--- src/rtl/muldiv_iter.sv ---
`default_nettype none
// ============================================================================
// Module      : muldiv_iter
// Description : Iterative multiply / divide unit for the execute stage.
//               Runs signed or unsigned MUL, DIV, MADD and MSUB on WIDTH-bit
//               operands and returns a 2*WIDTH result for the HI/LO pair.
//               Multiply is an LSB-first shift-add and divide is a restoring
//               divider. Both retire one bit per cycle on operand
//               magnitudes, and the signs are fixed up when the last step
//               completes.
// Ports       : clk, rst          - clock, asynchronous active-high reset
//               start_i           - level request, sampled in IDLE only
//               annul_i           - abort the operation in flight
//               op_i              - 00 MUL, 01 DIV, 10 MADD, 11 MSUB
//               signed_i          - two's-complement operands
//               opdata1_i/2_i     - multiplicand/multiplier or dividend/divisor
//               hilo_i            - accumulator {HI,LO} for MADD/MSUB
//               result_o          - product/accumulation or {rem, quo}
//               ready_o           - result valid, held until start_i drops
//               busy_o            - high in every state except IDLE
// Revision    : 1.0 - initial release
// ============================================================================
module muldiv_iter #(
    parameter int WIDTH = 32
) (
    input  logic                 clk,
    input  logic                 rst,
    input  logic                 start_i,
    input  logic                 annul_i,
    input  logic [1:0]           op_i,
    input  logic                 signed_i,
    input  logic [WIDTH-1:0]     opdata1_i,
    input  logic [WIDTH-1:0]     opdata2_i,
    input  logic [2*WIDTH-1:0]   hilo_i,
    output logic [2*WIDTH-1:0]   result_o,
    output logic                 ready_o,
    output logic                 busy_o
);

    localparam int CNT_W = $clog2(WIDTH) + 1;

    localparam logic [2:0] c_st_idle   = 3'd0;
    localparam logic [2:0] c_st_byzero = 3'd1;
    localparam logic [2:0] c_st_run    = 3'd2;
    localparam logic [2:0] c_st_acc    = 3'd3;
    localparam logic [2:0] c_st_done   = 3'd4;

    localparam logic [1:0] c_op_mul  = 2'b00;
    localparam logic [1:0] c_op_div  = 2'b01;
    localparam logic [1:0] c_op_madd = 2'b10;

    localparam logic [CNT_W-1:0] c_cnt_last = CNT_W'(WIDTH - 1);
    localparam logic [CNT_W-1:0] c_cnt_one  = CNT_W'(1);

    // Registered state
    logic [2:0]           r_state;
    logic [CNT_W-1:0]     r_cnt;
    logic [1:0]           r_op;
    logic                 r_signed;
    logic                 r_sign1;
    logic                 r_sign2;
    logic [WIDTH-1:0]     r_opnd;    // multiplicand (MUL*) or divisor (DIV) magnitude
    logic [2*WIDTH-1:0]   r_acc;     // {hi, multiplier} or {rem, quo} working pair
    logic [2*WIDTH-1:0]   r_hilo;
    logic [2*WIDTH-1:0]   r_result;
    logic                 r_ready;
    logic                 r_busy;

    // Next-state values
    logic [2:0]           w_state_d;
    logic [CNT_W-1:0]     w_cnt_d;
    logic [1:0]           w_op_d;
    logic                 w_signed_d;
    logic                 w_sign1_d;
    logic                 w_sign2_d;
    logic [WIDTH-1:0]     w_opnd_d;
    logic [2*WIDTH-1:0]   w_acc_d;
    logic [2*WIDTH-1:0]   w_hilo_d;
    logic [2*WIDTH-1:0]   w_result_d;
    logic                 w_ready_d;
    logic                 w_busy_d;

    // Datapath intermediates
    logic                 w_neg1;
    logic                 w_neg2;
    logic [WIDTH-1:0]     w_mag1;
    logic [WIDTH-1:0]     w_mag2;
    logic [WIDTH-1:0]     w_addend;
    logic [WIDTH:0]       w_mul_sum;
    logic [2*WIDTH-1:0]   w_mul_step;
    logic [WIDTH:0]       w_rem_sh;
    logic                 w_div_ge;
    logic [WIDTH-1:0]     w_div_sub;
    logic [2*WIDTH-1:0]   w_div_step;
    logic [2*WIDTH-1:0]   w_step;
    logic                 w_fix_pq;
    logic                 w_fix_rem;
    logic [2*WIDTH-1:0]   w_prod_fix;
    logic [WIDTH-1:0]     w_quo_fix;
    logic [WIDTH-1:0]     w_rem_fix;
    logic [2*WIDTH-1:0]   w_run_res;
    logic [2*WIDTH-1:0]   w_acc_res;

    always_comb begin
        // Operand magnitudes; negating the most-negative value wraps to
        // itself, which read as unsigned is the correct magnitude.
        w_neg1 = signed_i & opdata1_i[WIDTH-1];
        w_neg2 = signed_i & opdata2_i[WIDTH-1];
        w_mag1 = w_neg1 ? -opdata1_i : opdata1_i;
        w_mag2 = w_neg2 ? -opdata2_i : opdata2_i;

        // Multiply step: add multiplicand to the upper half when the current
        // multiplier LSB is set, then shift the whole pair right. The carry
        // lands in the top bit.
        w_addend   = r_acc[0] ? r_opnd : {WIDTH{1'b0}};
        w_mul_sum  = {1'b0, r_acc[2*WIDTH-1:WIDTH]} + {1'b0, w_addend};
        w_mul_step = {w_mul_sum, r_acc[WIDTH-1:1]};

        // Restoring divide step. The shifted remainder needs WIDTH+1 bits.
        // When it is >= divisor, the difference always fits in WIDTH bits.
        w_rem_sh   = r_acc[2*WIDTH-1:WIDTH-1];
        w_div_ge   = (w_rem_sh >= {1'b0, r_opnd});
        w_div_sub  = w_rem_sh[WIDTH-1:0] - r_opnd;
        w_div_step = w_div_ge ? {w_div_sub, r_acc[WIDTH-2:0], 1'b1}
                              : {r_acc[2*WIDTH-2:0], 1'b0};

        w_step = (r_op == c_op_div) ? w_div_step : w_mul_step;

        // Sign fix-up on the final step's value.
        w_fix_pq   = r_signed & (r_sign1 ^ r_sign2);
        w_fix_rem  = r_signed & r_sign1;
        w_prod_fix = w_fix_pq  ? -w_step : w_step;
        w_quo_fix  = w_fix_pq  ? -w_step[WIDTH-1:0] : w_step[WIDTH-1:0];
        w_rem_fix  = w_fix_rem ? -w_step[2*WIDTH-1:WIDTH] : w_step[2*WIDTH-1:WIDTH];
        w_run_res  = (r_op == c_op_div) ? {w_rem_fix, w_quo_fix} : w_prod_fix;

        w_acc_res  = (r_op == c_op_madd) ? (r_hilo + r_acc) : (r_hilo - r_acc);

        // Defaults: hold
        w_state_d  = r_state;
        w_cnt_d    = r_cnt;
        w_op_d     = r_op;
        w_signed_d = r_signed;
        w_sign1_d  = r_sign1;
        w_sign2_d  = r_sign2;
        w_opnd_d   = r_opnd;
        w_acc_d    = r_acc;
        w_hilo_d   = r_hilo;
        w_result_d = r_result;
        w_ready_d  = r_ready;

        case (r_state)
            c_st_idle: begin
                w_ready_d = 1'b0;
                if (start_i && !annul_i) begin
                    w_op_d     = op_i;
                    w_signed_d = signed_i;
                    w_sign1_d  = w_neg1;
                    w_sign2_d  = w_neg2;
                    w_hilo_d   = hilo_i;
                    w_cnt_d    = '0;
                    if (op_i == c_op_div) begin
                        w_opnd_d = w_mag2;
                        w_acc_d  = {{WIDTH{1'b0}}, w_mag1};
                        w_state_d = (opdata2_i == '0) ? c_st_byzero : c_st_run;
                    end else begin
                        w_opnd_d  = w_mag1;
                        w_acc_d   = {{WIDTH{1'b0}}, w_mag2};
                        w_state_d = c_st_run;
                    end
                end
            end
            c_st_byzero: begin
                w_result_d = '0;
                w_ready_d  = 1'b1;
                w_state_d  = c_st_done;
            end
            c_st_run: begin
                w_acc_d = w_step;
                w_cnt_d = r_cnt + c_cnt_one;
                if (r_cnt == c_cnt_last) begin
                    if (r_op == c_op_mul || r_op == c_op_div) begin
                        w_result_d = w_run_res;
                        w_ready_d  = 1'b1;
                        w_state_d  = c_st_done;
                    end else begin
                        // Signed product parks in r_acc for the accumulate step
                        w_acc_d   = w_run_res;
                        w_state_d = c_st_acc;
                    end
                end
            end
            c_st_acc: begin
                w_result_d = w_acc_res;
                w_ready_d  = 1'b1;
                w_state_d  = c_st_done;
            end
            c_st_done: begin
                if (!start_i) begin
                    w_ready_d = 1'b0;
                    w_state_d = c_st_idle;
                end
            end
            default: begin
                w_ready_d = 1'b0;
                w_state_d = c_st_idle;
            end
        endcase

        // Annul wins over everything in flight and leaves the last result intact
        if (annul_i && (r_state != c_st_idle)) begin
            w_state_d  = c_st_idle;
            w_ready_d  = 1'b0;
            w_result_d = r_result;
        end

        w_busy_d = (w_state_d != c_st_idle);
    end

    always_ff @(posedge clk or posedge rst) begin
        if (rst) begin
            r_state  <= c_st_idle;
            r_cnt    <= '0;
            r_op     <= '0;
            r_signed <= 1'b0;
            r_sign1  <= 1'b0;
            r_sign2  <= 1'b0;
            r_opnd   <= '0;
            r_acc    <= '0;
            r_hilo   <= '0;
            r_result <= '0;
            r_ready  <= 1'b0;
            r_busy   <= 1'b0;
        end else begin
            r_state  <= w_state_d;
            r_cnt    <= w_cnt_d;
            r_op     <= w_op_d;
            r_signed <= w_signed_d;
            r_sign1  <= w_sign1_d;
            r_sign2  <= w_sign2_d;
            r_opnd   <= w_opnd_d;
            r_acc    <= w_acc_d;
            r_hilo   <= w_hilo_d;
            r_result <= w_result_d;
            r_ready  <= w_ready_d;
            r_busy   <= w_busy_d;
        end
    end

    assign result_o = r_result;
    assign ready_o  = r_ready;
    assign busy_o   = r_busy;

endmodule
`default_nettype wire

--- config.mk ---
export PLATFORM = sky130hd
export DESIGN_NAME = muldiv_iter
export DESIGN_NICKNAME = d
export VERILOG_FILES = /design/src/rtl/muldiv_iter.sv
export SDC_FILE = /design/constraint.sdc
export NUM_CORES = 1
export LEC_CHECK = 0
export ABC_AREA = 1
export BUFFER_PORTS_ARGS = -buffer_cell sky130_fd_sc_hd__buf_4
export CELL_PAD_IN_SITES_DETAIL_PLACEMENT = 1
export CELL_PAD_IN_SITES_GLOBAL_PLACEMENT = 2
export CORE_ASPECT_RATIO = 1.4
export CORE_UTILIZATION = 35
export CTS_CLUSTER_DIAMETER = 120
export DETAILED_ROUTE_END_ITERATION = 10
export GPL_TIMING_DRIVEN = 0
export PLACE_DENSITY_LB_ADDON = 0.1
export SYNTH_ARGS = -nofsm -noshare
export SYNTH_HDL_FRONTEND = slang
export SYNTH_SLANG_ARGS = --single-unit
export TNS_END_PERCENT = 5
--- constraint.sdc ---
create_clock -name clk -period 20.9 [get_ports clk]
set_clock_uncertainty 0.2 [all_clocks]
set_input_delay 0 -clock clk [delete_from_list [all_inputs] [get_ports clk]]
set_output_delay 0 -clock clk [all_outputs]
set_load 0.005 [all_outputs]
==> summary.md <==
| Metric | Value |
|---|---|
| Sum Neg Setup Slack | 0 ns |
| Reg clk slew, reported paths | 0.06 ns |
| CTS root buf | clkbuf_16 |
| TritonCTS buffer count | 30 |
| Initial Util | 0.355 |
| WHS | 0.0338 ns |
| Max H-tree Level | 1 |
| CP Launch Type | flip-flop |
| First-pass GRT wire length | between 200 and 250 mm |
| Pins Over Slew Limit | 1 |
| DR iter-0 viols | 2164 |
| Core area | 0.0743 mm^2 |
| Post-synth cell types | 70 |
| Synthesized instance count | 4379 |
| Fin crit period | 6.84 ns |
| R2R Path Start | r_op[1] |
| Drc violations | 5 |
| Vias in the first global route | 33000 |
| Most frequent cells in the layout | nand2_1 (1304), inv_1 (578), nor2_1 (465) |
| Unrepaired setup endpoints after global routing | false |
| Final period util | 0.327 |
| Critical path destination | result_o[53] |
| FF-to-FF path depth | 25 |
| Setup ws final | 14.06 ns |
| Status | finished, violations left |
| Final-stage net count | approximately 5000 |
| Mean post-synth cell area | 6.02 um^2 |
| Ys async rst share | 1.00 |
| Max_cap viols | 1 |
| Synth Register Bits | between 200 and 250 |
| Overflow after GRT | 0 |
| Max frequency | 0.146 GHz |
| Worst reg2reg setup slack | 14.06 ns |
| Gpl congestion | 0.994 |
| Final setup vio count | 0 |
| IO Count | 201 |
| Post-synth EDFFs | 0 |
| Synth top area share | 0.228 |
| Cells taking the most area after synthesis | dfrtp_1 (23%), nand2_1 (19%), inv_1 (8.2%), nor2_1 (6.6%), ha_1 (6.3%) |
| DRT Pass-1 Iters | 9 |
| Critical path data required time | between 20 and 25 ns |
| Area grow syn2layout | 23.1% |
| Drt wl/cell | 25.2 um |
| DP Worst Slack | ~14 ns |
| Register area share after synthesis | 0.228 |
| Synthesized area | 0.0264 mm^2 |
| Syn_nets | 4650 |
| Worst Tran Pin Value | 1.50 ns |
| Hold Crit Class | input pin to flip-flop |
| Layout cells sized above 1 | 0.0874 |
| Worst R2R End | result_o[53] |
| Clk sinks | 240 |
| Vias | 31900 |
| Post-CTS Resized | 0 |
| Setup Crit Path Kind | flip-flop to flip-flop |
| # rows | 118 |
| Area leader, netlist | dfrtp_1 |
| Pin count of the biggest net entering global routing | ~110 |
| Postcts setup bufs | 0 |
| Worst Min Path Start | opdata1_i[3] |
| Kind of end point of the critical path | flip-flop |
| Most common cell after layout, fill and taps aside | nand2_1 |
| Routed Antenna Nets | 0 |
| Detailed Route WL | ~150 mm |
| Fin. Hold Viols | 0 |
| GRT Total Usage | 0.381 |
| Failing checks | DRC, capacitance limit, slew limit |
| Vias/cell | 5.48 |
| CTS tree | done |
| DIE AREA | 0.0764 mm^2 |
| Clk buf depth | 3 |
| Crit path launch | r_op[1] |
| Die height | 327 um |
| Arrival @ worst endpoint | 7.16 ns |
| Post-CTS Hold Fix Bufs | between 200 and 250 |
| Slew Limit Headroom | -0.00306 |
| Yosys warns | 0 |
| Buffers added on ports | 200 |
| Die width | 234 um |
| Max Fanout on Critical Path | 10 |
| Post-DP HPWL | around 120 mm |
| Initial antenna violation count | 5 |
| Worst-Skew Late Latency | 0.64 ns |
| Main flop type after synthesis | dfrtp_1 |
[worst min-delay path by stage]
stage / depth (start not counted) / end
2_1_floorplan: 2 / r_hilo[0]
3_3_place_gp: 3 / r_hilo[12]
3_5_place_dp: 2 / result_o[52]
4_1_cts: 7 / r_acc[19]
5_1_grt: 7 / r_acc[19]
6_report: 7 / r_acc[3]
[state kept, by name (all words and copies together) (netlist names)]
signal and cells:
r_acc 64, r_hilo 64, result_o 64, r_opnd 32
r_cnt 6, r_state 3, r_op 2, busy_o 1
r_sign1 1, r_sign2 1, r_signed 1, ready_o 1
[metrics by stage]
step	std cells	util	area, um^2
final	5825	0.437	32400
after global routing	5825	0.437	32400
after CTS	5823	0.437	32400
after detailed placement	5542	0.392	29100
after global placement	5539	0.391	29100
after floorplan	4379	-	26400
[worst max-delay path, stage by stage (launching register included)]
cell	delay [ns]
dfrtp_1	0.43
inv_2	0.11
nor2_1	1.12
inv_1	0.27
clkbuf_1	0.46
clkbuf_1	0.52
nand2_1	0.17
o21ai_0	0.15
ha_1	0.35
nand3_1	0.07
nand2_1	0.10
nand2_1	0.08
a31oi_1	0.31
a21boi_0	0.19
inv_1	0.16
nand2_1	0.07
nand2_1	0.16
a21boi_0	0.19
o21ai_0	0.78
nand2_1	0.12
o211ai_1	0.26
a21oi_1	0.12
o21ai_0	0.10
nand2_1	0.09
nand2_1	0.08
nand2_1	0.06
[Yosys cell counts, drive strengths merged (2+ instances only)]
master / n
xor2: 145
a211oi: 2
a41oi: 4
nor3: 57
o2111ai: 5
xnor2: 21
o22a: 5
o22ai: 27
a21oi: 268
fa: 3
o31ai: 10
a21boi: 5
a22oi: 6
or2: 23
o41ai: 3
clkbuf: 87
o32a: 4
o211ai: 34
clkinv: 2
buf: 48
nand3: 288
inv: 600
nand4: 56
nor2: 500
a21o: 11
nand3b: 16
nor4: 13
and2: 9
a31oi: 86
dfrtp: 240
o21ai: 315
o21a: 8
o21bai: 5
and3: 5
nand2: 1324
o221ai: 2
ha: 133
[final cells by class]
type | count | area (um^2)
diodes | 2 | 5.00
plain buffers | 135 | 633
clock buffers | 43 | 870
clock inverters | 11 | 150
fillers | 10000 | 41800
inverters | 602 | 2270
multi-input cells | 3402 | 17500
flip-flops and latches | 240 | 6010
well taps | 960 | 1200
repair buffers | 430 | 3840
[metal layers]
metal	up-vias	routed length, um	track usage
met1	15500	58100	0.444
met2	954	70500	0.653
met3	343	6480	0.0379
met4	0	11700	0.261
li1	15200	-	-
met5	-	0	0
[cells by family (layout without fill, tap and decap cells)]
kind of cell | Yosys count | after routing | synth area share
AOI/OAI and AO/OA | 805 | 805 | 0.172
xor gates and xnor gates | 166 | 166 | 0.0552
adders and majority gates | 136 | 136 | 0.0654
DFF | 240 | 240 | 0.228
and+or+nand+nor | 2294 | 2294 | 0.369
muxes | 1 | 1 | 0.000380
other | 0 | 2 | 0
buffers and inverters | 737 | 1221 | 0.110
Power is not shown: default switching activity piles up to over one toggle a cycle in this logic, so the estimate is an artifact.
